## src/rtl/seq_control.sv

```systemverilog
// Multicycle RV32I control sequencer: registered state, outputs decoded from the
// current state and the instruction fields held in the IR.
module seq_control #(
  parameter int unsigned ALU_W    = 4,
  parameter int unsigned MEM_WAIT = 1,
  parameter int unsigned TRAP_EN  = 1
) (
  input  logic             clk_i,
  input  logic             reset_i,
  input  logic             zero,
  input  logic             lt,
  input  logic             ltu,
  input  logic [6:0]       op,
  input  logic [2:0]       funct3,
  input  logic             funct7,
  input  logic             mem_ready,
  output logic             pc_write,
  output logic             adr_src,
  output logic             mem_req,
  output logic             mem_write,
  output logic             ir_write,
  output logic             reg_write,
  output logic             illegal,
  output logic [1:0]       result_src,
  output logic [ALU_W-1:0] alu_control,
  output logic [1:0]       alu_src_a,
  output logic [1:0]       alu_src_b,
  output logic [2:0]       imm_src,
  output logic [3:0]       state_o
);

  localparam logic [6:0] OP_LOAD  = 7'b0000011;
  localparam logic [6:0] OP_STORE = 7'b0100011;
  localparam logic [6:0] OP_REG   = 7'b0110011;
  localparam logic [6:0] OP_IMM   = 7'b0010011;
  localparam logic [6:0] OP_BR    = 7'b1100011;
  localparam logic [6:0] OP_JAL   = 7'b1101111;
  localparam logic [6:0] OP_JALR  = 7'b1100111;
  localparam logic [6:0] OP_LUI   = 7'b0110111;
  localparam logic [6:0] OP_AUIPC = 7'b0010111;

  localparam logic [3:0] ALU_ADD  = 4'd0;
  localparam logic [3:0] ALU_SUB  = 4'd1;
  localparam logic [3:0] ALU_AND  = 4'd2;
  localparam logic [3:0] ALU_OR   = 4'd3;
  localparam logic [3:0] ALU_XOR  = 4'd4;
  localparam logic [3:0] ALU_SLT  = 4'd5;
  localparam logic [3:0] ALU_SLTU = 4'd6;
  localparam logic [3:0] ALU_SLL  = 4'd7;
  localparam logic [3:0] ALU_SRL  = 4'd8;
  localparam logic [3:0] ALU_SRA  = 4'd9;

  localparam logic [1:0] SRCA_PC    = 2'd0;
  localparam logic [1:0] SRCA_OLDPC = 2'd1;
  localparam logic [1:0] SRCA_RS1   = 2'd2;
  localparam logic [1:0] SRCA_ZERO  = 2'd3;
  localparam logic [1:0] SRCB_RS2   = 2'd0;
  localparam logic [1:0] SRCB_IMM   = 2'd1;
  localparam logic [1:0] SRCB_FOUR  = 2'd2;
  localparam logic [1:0] RES_ALUOUT = 2'd0;
  localparam logic [1:0] RES_DATA   = 2'd1;
  localparam logic [1:0] RES_ALURES = 2'd2;
  localparam logic [2:0] IMM_I = 3'd0;
  localparam logic [2:0] IMM_S = 3'd1;
  localparam logic [2:0] IMM_B = 3'd2;
  localparam logic [2:0] IMM_J = 3'd3;
  localparam logic [2:0] IMM_U = 3'd4;

  typedef enum logic [3:0] {
    S_FETCH     = 4'd0,
    S_DECODE    = 4'd1,
    S_MEMADR    = 4'd2,
    S_MEMREAD   = 4'd3,
    S_MEMWB     = 4'd4,
    S_MEMWRITE  = 4'd5,
    S_EXECR     = 4'd6,
    S_EXECI     = 4'd7,
    S_ALUWB     = 4'd8,
    S_BRANCH    = 4'd9,
    S_JAL       = 4'd10,
    S_JALR      = 4'd11,
    S_JALR_LINK = 4'd12,
    S_LUI       = 4'd13,
    S_AUIPC     = 4'd14,
    S_TRAP      = 4'd15
  } state_t;

  state_t     state;
  logic [3:0] alu_op;
  logic       mem_done;
  logic       br_ok;

  // Register/immediate arithmetic; funct7 picks SUB only for the register form.
  function automatic logic [3:0] arith_op(input logic [2:0] f3, input logic f7,
                                          input logic imm_form);
    logic [3:0] r;
    case (f3)
      3'b000:  r = (f7 && !imm_form) ? ALU_SUB : ALU_ADD;
      3'b001:  r = ALU_SLL;
      3'b010:  r = ALU_SLT;
      3'b011:  r = ALU_SLTU;
      3'b100:  r = ALU_XOR;
      3'b101:  r = f7 ? ALU_SRA : ALU_SRL;
      3'b110:  r = ALU_OR;
      default: r = ALU_AND;
    endcase
    return r;
  endfunction

  function automatic logic branch_taken(input logic [2:0] f3, input logic z,
                                        input logic s, input logic u);
    logic t;
    case (f3)
      3'b000:  t = z;
      3'b001:  t = !z;
      3'b100:  t = s;
      3'b101:  t = !s;
      3'b110:  t = u;
      3'b111:  t = !u;
      default: t = 1'b0;
    endcase
    return t;
  endfunction

  assign mem_done    = (MEM_WAIT == 0) || mem_ready;
  assign br_ok       = (funct3[2:1] != 2'b01);
  assign state_o     = state;
  assign alu_control = ALU_W'(alu_op);

  always_ff @(posedge clk_i) begin
    if (reset_i) begin
      state <= S_FETCH;
    end else begin
      unique case (state)
        S_FETCH:     if (mem_done) state <= S_DECODE;
        S_DECODE: begin
          case (op)
            OP_LOAD, OP_STORE: state <= S_MEMADR;
            OP_REG:            state <= S_EXECR;
            OP_IMM:            state <= S_EXECI;
            OP_BR:             state <= S_BRANCH;
            OP_JAL:            state <= S_JAL;
            OP_JALR:           state <= S_JALR;
            OP_LUI:            state <= S_LUI;
            OP_AUIPC:          state <= S_AUIPC;
            default:           state <= (TRAP_EN != 0) ? S_TRAP : S_FETCH;
          endcase
        end
        S_MEMADR:    state <= (op == OP_STORE) ? S_MEMWRITE : S_MEMREAD;
        S_MEMREAD:   if (mem_done) state <= S_MEMWB;
        S_MEMWB:     state <= S_FETCH;
        S_MEMWRITE:  if (mem_done) state <= S_FETCH;
        S_EXECR:     state <= S_ALUWB;
        S_EXECI:     state <= S_ALUWB;
        S_ALUWB:     state <= S_FETCH;
        S_BRANCH:    state <= (!br_ok && TRAP_EN != 0) ? S_TRAP : S_FETCH;
        S_JAL:       state <= S_ALUWB;
        S_JALR:      state <= S_JALR_LINK;
        S_JALR_LINK: state <= S_ALUWB;
        S_LUI:       state <= S_ALUWB;
        S_AUIPC:     state <= S_ALUWB;
        S_TRAP:      state <= S_TRAP;
      endcase
    end
  end

  // Datapath controls; write enables are forced low while reset is applied.
  always_comb begin
    pc_write   = 1'b0;
    adr_src    = 1'b0;
    mem_req    = 1'b0;
    mem_write  = 1'b0;
    ir_write   = 1'b0;
    reg_write  = 1'b0;
    illegal    = 1'b0;
    result_src = RES_ALUOUT;
    alu_src_a  = SRCA_PC;
    alu_src_b  = SRCB_RS2;
    imm_src    = IMM_I;
    alu_op     = ALU_ADD;
    unique case (state)
      S_FETCH: begin
        mem_req    = 1'b1;
        alu_src_b  = SRCB_FOUR;
        result_src = RES_ALURES;
        pc_write   = mem_done;
        ir_write   = mem_done;
      end
      S_DECODE: begin
        alu_src_a = SRCA_OLDPC;
        alu_src_b = SRCB_IMM;
        imm_src   = (op == OP_JAL) ? IMM_J : IMM_B;
      end
      S_MEMADR: begin
        alu_src_a = SRCA_RS1;
        alu_src_b = SRCB_IMM;
        imm_src   = (op == OP_STORE) ? IMM_S : IMM_I;
      end
      S_MEMREAD: begin
        mem_req = 1'b1;
        adr_src = 1'b1;
      end
      S_MEMWB: begin
        result_src = RES_DATA;
        reg_write  = 1'b1;
      end
      S_MEMWRITE: begin
        mem_req   = 1'b1;
        mem_write = 1'b1;
        adr_src   = 1'b1;
      end
      S_EXECR: begin
        alu_src_a = SRCA_RS1;
        alu_op    = arith_op(funct3, funct7, 1'b0);
      end
      S_EXECI: begin
        alu_src_a = SRCA_RS1;
        alu_src_b = SRCB_IMM;
        alu_op    = arith_op(funct3, funct7, 1'b1);
      end
      S_ALUWB:     reg_write = 1'b1;
      S_BRANCH: begin
        alu_src_a = SRCA_RS1;
        alu_op    = ALU_SUB;
        pc_write  = branch_taken(funct3, zero, lt, ltu);
      end
      S_JAL: begin
        alu_src_a = SRCA_OLDPC;
        alu_src_b = SRCB_FOUR;
        pc_write  = 1'b1;
      end
      S_JALR: begin
        alu_src_a  = SRCA_RS1;
        alu_src_b  = SRCB_IMM;
        result_src = RES_ALURES;
        pc_write   = 1'b1;
      end
      S_JALR_LINK: begin
        alu_src_a = SRCA_OLDPC;
        alu_src_b = SRCB_FOUR;
      end
      S_LUI: begin
        alu_src_a = SRCA_ZERO;
        alu_src_b = SRCB_IMM;
        imm_src   = IMM_U;
      end
      S_AUIPC: begin
        alu_src_a = SRCA_OLDPC;
        alu_src_b = SRCB_IMM;
        imm_src   = IMM_U;
      end
      S_TRAP:      illegal = 1'b1;
    endcase
    if (reset_i) begin
      pc_write  = 1'b0;
      ir_write  = 1'b0;
      reg_write = 1'b0;
      mem_write = 1'b0;
    end
  end

endmodule
```

## config.mk

```make
export PLATFORM = sky130hd
export DESIGN_NAME = seq_control
export DESIGN_NICKNAME = d
export VERILOG_FILES = /design/src/rtl/seq_control.sv
export SDC_FILE = /design/constraint.sdc
export NUM_CORES = 1
export LEC_CHECK = 0
export BUFFER_PORTS_ARGS = -buffer_cell sky130_fd_sc_hd__buf_2
export CORE_MARGIN = 2
export CORE_UTILIZATION = 41
export DETAILED_ROUTE_END_ITERATION = 10
export PLACE_DENSITY_LB_ADDON = 0.15
export SKIP_LAST_GASP = 1
export SYNTH_ARGS = -nofsm -noshare
export SYNTH_HDL_FRONTEND = slang
export SYNTH_SLANG_ARGS = --single-unit
```

## constraint.sdc

```tcl
create_clock -name clk_i -period 1.5 [get_ports clk_i]
set_input_delay 0.075 -clock clk_i [delete_from_list [all_inputs] [get_ports clk_i]]
set_output_delay 0.075 -clock clk_i [all_outputs]
set_load 0.02 [all_outputs]
```

==> run summary, run 1 <==
max incr delay on CP = 0.56 ns
area of the mapped netlist = 851 sq um
Worst Reg-to-Reg Cells = 5
1st-pass router iterations = 6
chip width = 49.6 microns
Starting Density = 43.4%
min Tclk post-route = 1.64 ns
Peak VDD IR = 897 uV
FF+latch count, synth = 4
FP Rows = 16
Slew headroom = 77.5%
Clock transition at path regs = 0.04 ns
status = finished, violations left
Synth async-reset ratio = 0%
vias in the first global route = 1,091
fin. max-slew vios = 0
antenna-violating nets left = 0
largest area contributor in the netlist = dfxtp_1
gpl congestion = 0.902
arrival time at the worst endpoint = 1.57 ns
total grt overflow = 0
M2 GR Usage = 40.9%
Top FF cell, synth = dfxtp_1
clk_skew = 0.00589 ns
Num CTS Buffers = 3
R2R Path Start = state_o[2]
initial DRC count = 29
Worst-Skew Late Latency = 0.24 ns
drt drc = 0
mean routed wirelength per cell = 13.3 microns
crit end category = primary output
critical path, cell by cell = or4b_4, nor4_4, a21o_1, buf_6
Ant. Diodes = 0
CP max stage cell = or4b_4
Unique masters post-synth = 43
violated checks = setup timing
CP Launch Point = state_o[2]
die height = 49.6 microns
f_max = 0.608 GHz
number of synthesized flops with an enable pin = 0
top post-synthesis cells by area = dfxtp_1 (9.4%), o21ai_0 (7.1%), nand2b_1 (6.6%), nor2_1 (6.2%), a21oi_1 (5.9%)
Max FO, Critical Path = 7
RSZ-0062 raised after global routing = true
Total GRT Usage = 24.1%
Mapped Cells = 134
Pwr Total = 2.38 mW
Max Root-Sink Buffers = 2
synthesized area per cell = 6.35 sq um
met3 Usage GRT = 8.48%
cell family with most CP delay = simple AND/OR/NAND/NOR gates
drt total wl = 2820 microns
syn_nets = 151
Leak = 0.581 nW
clock root cell = clkbuf_4
HP Start = reset_i
Yosys warnings = 0
max FFs per register = 4
CTS Sinks = 4
Core ar. = 0.00196 sq mm
Area Overhead vs Synth = 56.3%
final worst-path cycle share = 110%
startpoint types = flop
vias per cell = 5.64
htree depth = 1
GRT busiest layer = met2
cts hold-fix bufs = 0
Levels on crit path = 4
Setup WS post-layout = -0.144 ns
Final setup viols = 6
hold depth = 2
IO Port Bufs = 40
TritonCTS clock tree = done
Ports = 41
sequential area share after synthesis = 9.41%
initial antenna violation count = 0
GRT met1 Usage = 29.2%
setup_tns = -0.326 ns
worst hold path type = primary input to flop
PwrDens = 1790 mW/mm^2
largest net degree at the start of global routing = 16
share of the synthesized area in the top cell type = 9.41%
global-route wire length before repair = 4690 microns
Final Hold Fails = 0
Crit path required time = 1.42 ns
CP Class = flop to primary output
maxcap violations = 0
worst-margin pin slew = 0.333 ns
area of the die = 0.00246 sq mm
vias post-DR = 1,196
share of layout cells above drive strength 1 = 47.0%
Final nets = 204
Buf/Inv on CP = 1
hpwl dp = 2050 microns
==> metrics by stage <==
| stage | hold WS (ns) | instances | instance area (sq um) | utilization (%) | worst slack [ns] |
|---|---|---|---|---|---|
| floorplan | 0.134 | 134 | 890 | - | 0.0272 |
| global placement | 0.363 | 204 | 1170 | 59.9 | 0.0726 |
| detailed placement | 0.367 | 204 | 1170 | 59.9 | 0.0371 |
| CTS | 0.110 | 210 | 1230 | 62.9 | -0.167 |
| global route | 0.118 | 212 | 1330 | 67.8 | -0.211 |
| finish | 0.119 | 212 | 1330 | 67.8 | -0.144 |
==> what timing repair did <==
item                       CTS  global route
setup endpoints to repair    9            18
pin swaps                    1             5
buffers inserted             3             3
resized for setup            5            24
==> cells in the final DEF (no fill, tap or decap), types with 3 or more instances in the layout <==
| cell | netlist | final |
|---|---|---|
| nand3_1 | 4 | 4 |
| buf_4 | 0 | 19 |
| o21ai_0 | 12 | 9 |
| nor3_1 | 10 | 6 |
| dfxtp_4 | 0 | 4 |
| buf_2 | 2 | 33 |
| a21oi_1 | 10 | 9 |
| nand2b_1 | 9 | 9 |
| clkbuf_4 | 0 | 3 |
| nor2b_2 | 0 | 3 |
| buf_6 | 0 | 4 |
| nor2_1 | 14 | 12 |
| nor2b_1 | 7 | 4 |
| nand2_1 | 11 | 10 |
| inv_1 | 5 | 3 |
| xnor2_1 | 4 | 3 |
| nor3_2 | 0 | 3 |
==> synthesized netlist by cell type (2+ instances only) <==
cell / instances
a21oi_1: 10
nand2_1: 11
dfxtp_1: 4
nand4b_1: 2
inv_1: 5
nand2b_1: 9
clkbuf_1: 5
nor2b_1: 7
o21ai_0: 12
nor3_1: 10
or3_1: 2
a31oi_1: 2
nand3b_1: 2
and2_1: 2
xnor2_1: 4
buf_1: 2
buf_2: 2
nand3_1: 4
nor2_1: 14
o22a_1: 2
==> path summary, 6_finish.rpt <==
check                to  slack [ns]
max          imm_src[0]       -0.14
min          state_o[1]        0.12
max reg2reg  state_o[2]       -0.02
min reg2reg  state_o[3]        0.55
==> routing by layer <==
| metal | part of all wire [%] | wire length [microns] |
|---|---|---|
| met2 | 48 | 1350 |
| met5 | 0 | 0 |
| met3 | 6.4 | 181 |
| met1 | 45 | 1280 |
| met4 | 0.43 | 12 |
==> power breakdown <==
group | switching (mW) | leakage [nW] | internal [mW] | total, mW
Sequential | 0.0756 | 0.0356 | 0.176 | 0.252
Clock | 0.0496 | 0.0138 | 0.0898 | 0.139
Combinational | 1.13 | 0.531 | 0.853 | 1.99
Total | 1.26 | 0.581 | 1.12 | 2.38
==> cell families after synthesis <==
| group | synth area share (%) |
|---|---|
| AND/OR/NAND/NOR | 51.0 |
| multiplexers | 1.18 |
| flip-flops | 9.41 |
| buffers and inverters | 6.47 |
| XOR/XNOR | 5.15 |
| AO/OA/AOI/OAI | 26.8 |
==> area by class of cell <==
| class | count | area (sq um) |
|---|---|---|
| Inverter | 5 | 18.8 |
| Sequential cell | 4 | 95.1 |
| Tap cell | 27 | 33.8 |
| Timing Repair Buffer | 57 | 358 |
| Multi-Input combinational cell | 116 | 802 |
| Fill cell | 190 | 632 |
| Clock buffer | 3 | 22.5 |
Power figures use the tool's default switching activity.
==> run 2, diff against run 1 <==
--- a/config.mk
+++ b/config.mk
@@ -6,8 +6,10 @@
 export NUM_CORES = 1
 export LEC_CHECK = 0
 export BUFFER_PORTS_ARGS = -buffer_cell sky130_fd_sc_hd__buf_2
+export CELL_PAD_IN_SITES_DETAIL_PLACEMENT = 1
+export CELL_PAD_IN_SITES_GLOBAL_PLACEMENT = 1
 export CORE_MARGIN = 2
-export CORE_UTILIZATION = 41
+export CORE_UTILIZATION = 27
 export DETAILED_ROUTE_END_ITERATION = 10
 export PLACE_DENSITY_LB_ADDON = 0.15
 export SKIP_LAST_GASP = 1
==> run 2 against run 1 <==
Effect of this change:
- clock skew grew 0.0020 ns
- highest routed layer is now met3
- clock power grew 11%
- via count grew 0.59%
- the flow still finishes with violations (setup timing)
- sequential share of layout area shrank 0.75 points
- non-clock buffer count grew 9
- setup slack gained 0.015 ns
- largest cell class unchanged
- global-route usage shrank 5.7 points
==> run summary, run 2 (synthesis gave the netlist of run 1 again) <==
status = finished, violations left
violated checks = setup timing
clk_skew = 0.00789 ns
vias post-DR = 1,203
placed cells = 226
1st-pass router iterations = 4
share of layout cells above drive strength 1 = 48.7%
CP Class = flop to primary output
Ant. Diodes = 0
worst-margin pin slew = 0.409 ns
initial DRC count = 45
R2R Path Start = state_o[3]
Peak VDD IR = 546 uV
Ports = 41
CTS Sinks = 4
Num CTS Buffers = 3
PwrDens = 1800 mW/mm^2
final cell count without fillers = 239
clock root cell = clkbuf_4
most frequent cells in the layout = buf_2 (34), buf_4 (27), nor2_1 (12)
max FFs per register = 4
Worst-Skew Late Latency = 0.24 ns
Core ar. = 0.00303 sq mm
reg-to-reg setup timing slack = -0.03 ns
Starting Density = 28.1%
fin. max-slew vios = 0
Leak = 0.638 nW
vias in the first global route = 1,141
RSZ-0062 raised after global routing = true
startpoint types = flop
placed inst area = 0.00125 sq mm
Max Root-Sink Buffers = 2
total grt overflow = 0
RR Endpoint = state_o[2]
die height = 60.1 microns
initial antenna violation count = 0
Crit path required time = 1.42 ns
arrival time at the worst endpoint = 1.55 ns
drt total wl = 3250 microns
mean routed wirelength per cell = 13.6 microns
min Tclk post-route = 1.63 ns
post-route cell area = 0.00145 sq mm
antenna-violating nets left = 0
# fillers = 412
Setup WS post-layout = -0.129 ns
Area Overhead vs Synth = 70.0%
IO Port Bufs = 40
htree depth = 1
hold depth = 2
chip width = 60.1 microns
global-route wire length before repair = 5060 microns
worst hold path type = primary input to flop
crit end category = primary output
Slew headroom = 72.4%
HP Start = reset_i
gpl congestion = 0.773
f_max = 0.614 GHz
setup_tns = -0.325 ns
Worst Reg-to-Reg Cells = 5
vias per cell = 5.03
FP Rows = 20
maxcap violations = 0
Final nets = 213
largest net degree at the start of global routing = 16
Total GRT Usage = 18.4%
Clock transition at path regs = 0.05 ns
Max FO, Critical Path = 4
final worst-path cycle share = 109%
Final setup viols = 6
most common cell after layout, fill and taps aside = buf_2
area of the die = 0.00362 sq mm
Final Hold Fails = 0
hpwl dp = 2600 microns
drt drc = 0
TritonCTS clock tree = done
Hold EP = state_o[1]
==> run 2: routing by layer <==
metal	global-route usage, %	wire (microns)	vias to the layer above
li1	-	-	610
met1	22.2	1370	562
met2	34.8	1750	31
met3	3.68	125	0
met4	0.952	0	0
met5	0	0	-
==> run 2: area by class of cell <==
cell class	count	area [sq um]	area share, %
multi-input combinational	116	812	56.1
timing repair buffer	66	442	30.5
sequential	4	92.6	6.40
tap	44	55.1	3.81
clock buffer	4	26.3	1.82
inverter	5	18.8	1.30
==> run 2: timing repair <==
| item | CTS | global route |
|---|---|---|
| endpoints found under the setup margin | 12 | 16 |
| endpoints found under the hold margin | 0 | 0 |
| pin swaps | 2 | 7 |
| setup buffers | 2 | 7 |
| gates resized for setup | 11 | 20 |
| hold buffers | 0 | 0 |
==> run 2: worst max-delay path: stages (launching register included) <==
cell	delay, ns
dfxtp_4	0.35
or4b_4	0.54
nor4_4	0.16
a21o_1	0.12
buf_4	0.13
==> run 2: how the worst max path moves through the flow <==
| stage | slack [ns] | endpoint | start |
|---|---|---|---|
| floorplan | 0.03 | alu_src_b[0] | state_o[2] |
| global placement | 0.09 | state_o[2] | state_o[1] |
| detailed placement | 0.05 | state_o[2] | state_o[2] |
| CTS | -0.13 | imm_src[0] | state_o[3] |
| global route | -0.18 | imm_src[0] | state_o[1] |
| finish | -0.13 | imm_src[0] | state_o[3] |
==> run 2: stage by stage <==
step | hold WS, ns | util [%] | total power [mW] | worst slack [ns]
floorplan | 0.134 | - | 1.37 | 0.0272
global placement | 0.394 | 41.2 | 2.07 | 0.0901
detailed placement | 0.388 | 41.2 | 2.10 | 0.0545
CTS | 0.129 | 43.8 | 2.34 | -0.135
global route | 0.145 | 47.8 | 2.82 | -0.184
finish | 0.138 | 47.8 | 2.61 | -0.129
==> run 2: where the power goes <==
group          switching (mW)  internal, mW  total, mW
sequential             0.0814         0.174      0.255
combinational            1.20         0.998       2.20
clock                  0.0532         0.100      0.154
==> run 3, diff against run 2 <==
--- a/config.mk
+++ b/config.mk
@@ -5,14 +5,16 @@
 export SDC_FILE = /design/constraint.sdc
 export NUM_CORES = 1
 export LEC_CHECK = 0
+export ABC_AREA = 1
 export BUFFER_PORTS_ARGS = -buffer_cell sky130_fd_sc_hd__buf_2
 export CELL_PAD_IN_SITES_DETAIL_PLACEMENT = 1
 export CELL_PAD_IN_SITES_GLOBAL_PLACEMENT = 1
 export CORE_MARGIN = 2
-export CORE_UTILIZATION = 27
+export CORE_UTILIZATION = 24
 export DETAILED_ROUTE_END_ITERATION = 10
 export PLACE_DENSITY_LB_ADDON = 0.15
 export SKIP_LAST_GASP = 1
+export SLEW_MARGIN = 20
 export SYNTH_ARGS = -nofsm -noshare
 export SYNTH_HDL_FRONTEND = slang
 export SYNTH_SLANG_ARGS = --single-unit
==> run 3 against run 2 <==
Effect of this change:
- the run now ends clean
- utilization fell by 7.4 points
- largest cell class unchanged
- critical path type unchanged
- non-clock buffer count fell by 15
- synthesized cell count rose by 16%
- first-iteration DRC count fell by 49%
==> run summary, run 3 <==
Top FF cell, synth = dfxtp_1
synthesized area per cell = 4.90 sq um
largest area contributor in the netlist = nand2_1
arrival time at the worst endpoint = 1.39 ns
startpoint types = flop
multi-input logic area = 628 sq um
htree depth = 1
f_max = 0.681 GHz
final worst-path cycle share = 97.9%
drt total wl = 3050 microns
Leak = 0.700 nW
cts hold-fix bufs = 0
Crit path required time = 1.42 ns
status = finished, final reports clean
CP Class = flop to primary output
Unique masters post-synth = 21
total grt overflow = 0
Clock transition at path regs = 0.04 ns
Num CTS Buffers = 3
antenna-violating nets left = 0
FF+latch area = 92.6 sq um
cell-internal power = 1.03 mW
clock root cell = clkbuf_4
Max Root-Sink Buffers = 2
fin. max-slew vios = 0
1st-pass router iterations = 4
Peak VDD IR = 1010 uV
Area Overhead vs Synth = 61.1%
gpl congestion = 0.831
share of the synthesized area in the top cell type = 19.8%
global-route wire length before repair = 4850 microns
drt drc = 0
worst-margin pin slew = 0.298 ns
PwrDens = 1990 mW/mm^2
Synth top cells by count = nand2_1 (40), nor2_1 (28), inv_1 (25)
sequential share of power = 13.2%
hpwl dp = 2380 microns
max incr delay on CP = 0.37 ns
share of layout cells above drive strength 1 = 41.6%
sequential area share after synthesis = 10.5%
mean routed wirelength per cell = 12.1 microns
switching portion of total power = 57.5%
Final Hold Fails = 0
Mapped Cells = 155
final cell count without fillers = 253
most common cell after layout, fill and taps aside = nand2_1
# fillers = 429
final hold slack = 0.0698 ns
vias in the first global route = 1,166
Total GRT Usage = 17.1%
Starting Density = 25.1%
most frequent cells in the layout = nand2_1 (38), buf_2 (34), nor2_1 (26)
CP max stage cell = dfxtp_4
FP Rows = 20
Worst-Skew Late Latency = 0.24 ns
clk_skew = 0.00447 ns
post-layout util = 40.4%
max FFs per register = 4
maxcap violations = 0
area of the die = 0.00363 sq mm
Final nets = 228
area of the mapped netlist = 759 sq um
Worst path most repeated cell = inv_2
combinational fraction of design power = 81.1%
Yosys warnings = 0
CTS Sinks = 4
crit end category = primary output
Synth async-reset ratio = 0%
Max FO, Critical Path = 4
syn_nets = 172
Final setup viols = 0
Clk pwr share = 5.7%
Core ar. = 0.00303 sq mm
chip width = 60.3 microns
initial DRC count = 23
NetSw = 1.40 mW
vias per cell = 4.63
worst hold path type = primary input to flop
top post-synthesis cells by area = nand2_1 (20%), nor2_1 (14%), inv_1 (12%), dfxtp_1 (11%), nand3_1 (9.2%)
die height = 60.3 microns
most common cell in the synthesized netlist = nand2_1
critical path, cell by cell = inv_2, nand2_2, inv_2, a22oi_2, nand3_1, buf_4
placed cells = 241
initial antenna violation count = 0
RSZ-0062 raised after global routing = true
largest net degree at the start of global routing = 9
IO Port Bufs = 40
Slew headroom = 80.1%
Ports = 41
FF+latch count, synth = 4
min Tclk post-route = 1.47 ns
TritonCTS clock tree = done
Ant. Diodes = 0
number of synthesized flops with an enable pin = 0
vias post-DR = 1,171
==> run 3: changes by cell type after synthesis, moves of 7 or more <==
| cell | before | now |
|---|---|---|
| nand2_1 | 11 | 40 |
| nor3_1 | 10 | 2 |
| nor2b_1 | 7 | 0 |
| inv_1 | 5 | 25 |
| nor2_1 | 14 | 28 |
| nand3_1 | 4 | 14 |
| nand2b_1 | 9 | 0 |
==> run 3: power by group through the flow <==
stage / combinational, mW / clock, mW / sequential (mW)
CTS: 1.74 / 0.142 / 0.299
finish: 1.97 / 0.139 / 0.321
global route: 2.15 / 0.152 / 0.333
detailed placement: 1.56 / 0 / 0.252
global placement: 1.56 / 0 / 0.248
floorplan: 0.980 / 0 / 0.292
==> run 3: metal layers <==
metal,vias up,track usage (%),wire length (microns)
met2,22,31.2,1570
met5,-,0,0
met1,549,21.5,1360
met3,4,1.30,85
met4,0,4.13,39
li1,596,-,-
==> run 3: cells by family after synthesis <==
logic type             count (synthesis)  synth area share, %
AND/OR/NAND/NOR                      101                 59.8
buffers and inverters                 31                 15.5
AO/OA/AOI/OAI                         19                 14.2
flip-flops                             4                 10.5
==> run 3: area by class of cell <==
cell class / instances / share of cell area, %
Tap cell: 44 / 4.50
Clock buffer: 3 / 1.84
Multi-Input combinational cell: 120 / 51.3
Timing Repair Buffer: 51 / 24.6
Sequential cell: 4 / 7.57
Inverter: 31 / 10.1
==> run 3: critical path, delay by kind of cell (launching register included) <==
family / cells / cell delay, ns
AOI/OAI and AO/OA: 1 / 0.22
buffers and inverters: 3 / 0.32
DFF: 1 / 0.37
and+or+nand+nor: 2 / 0.25
==> run 3: through the flow <==
stage	setup TNS [ns]	setup WS (ns)	area [sq um]	total power [mW]
after floorplan	0	0.0109	759	1.27
after global placement	0	0.0920	1030	1.81
after detailed placement	0	0.0813	1030	1.81
after CTS	-0.0224	-0.0224	1140	2.18
after global routing	-0.407	-0.0955	1220	2.63
final	0	0.0313	1220	2.43
==> run 3: final timing paths <==
check	cells past startpoint	startpoint	slack (ns)	to
min	2	reset_i	0.07	state_o[2]
min reg2reg	3	state_o[2]	0.65	state_o[2]
max	6	state_o[2]	0.03	alu_src_a[0]
max reg2reg	10	state_o[1]	0.09	state_o[3]
==> run 3: repair_timing <==
action / in CTS / in global routing
gates cloned: 0 / 0
buffers inserted: 5 / 4
gates resized for setup: 19 / 18
pin swaps: 6 / 11
endpoints found under the setup margin: 9 / 12
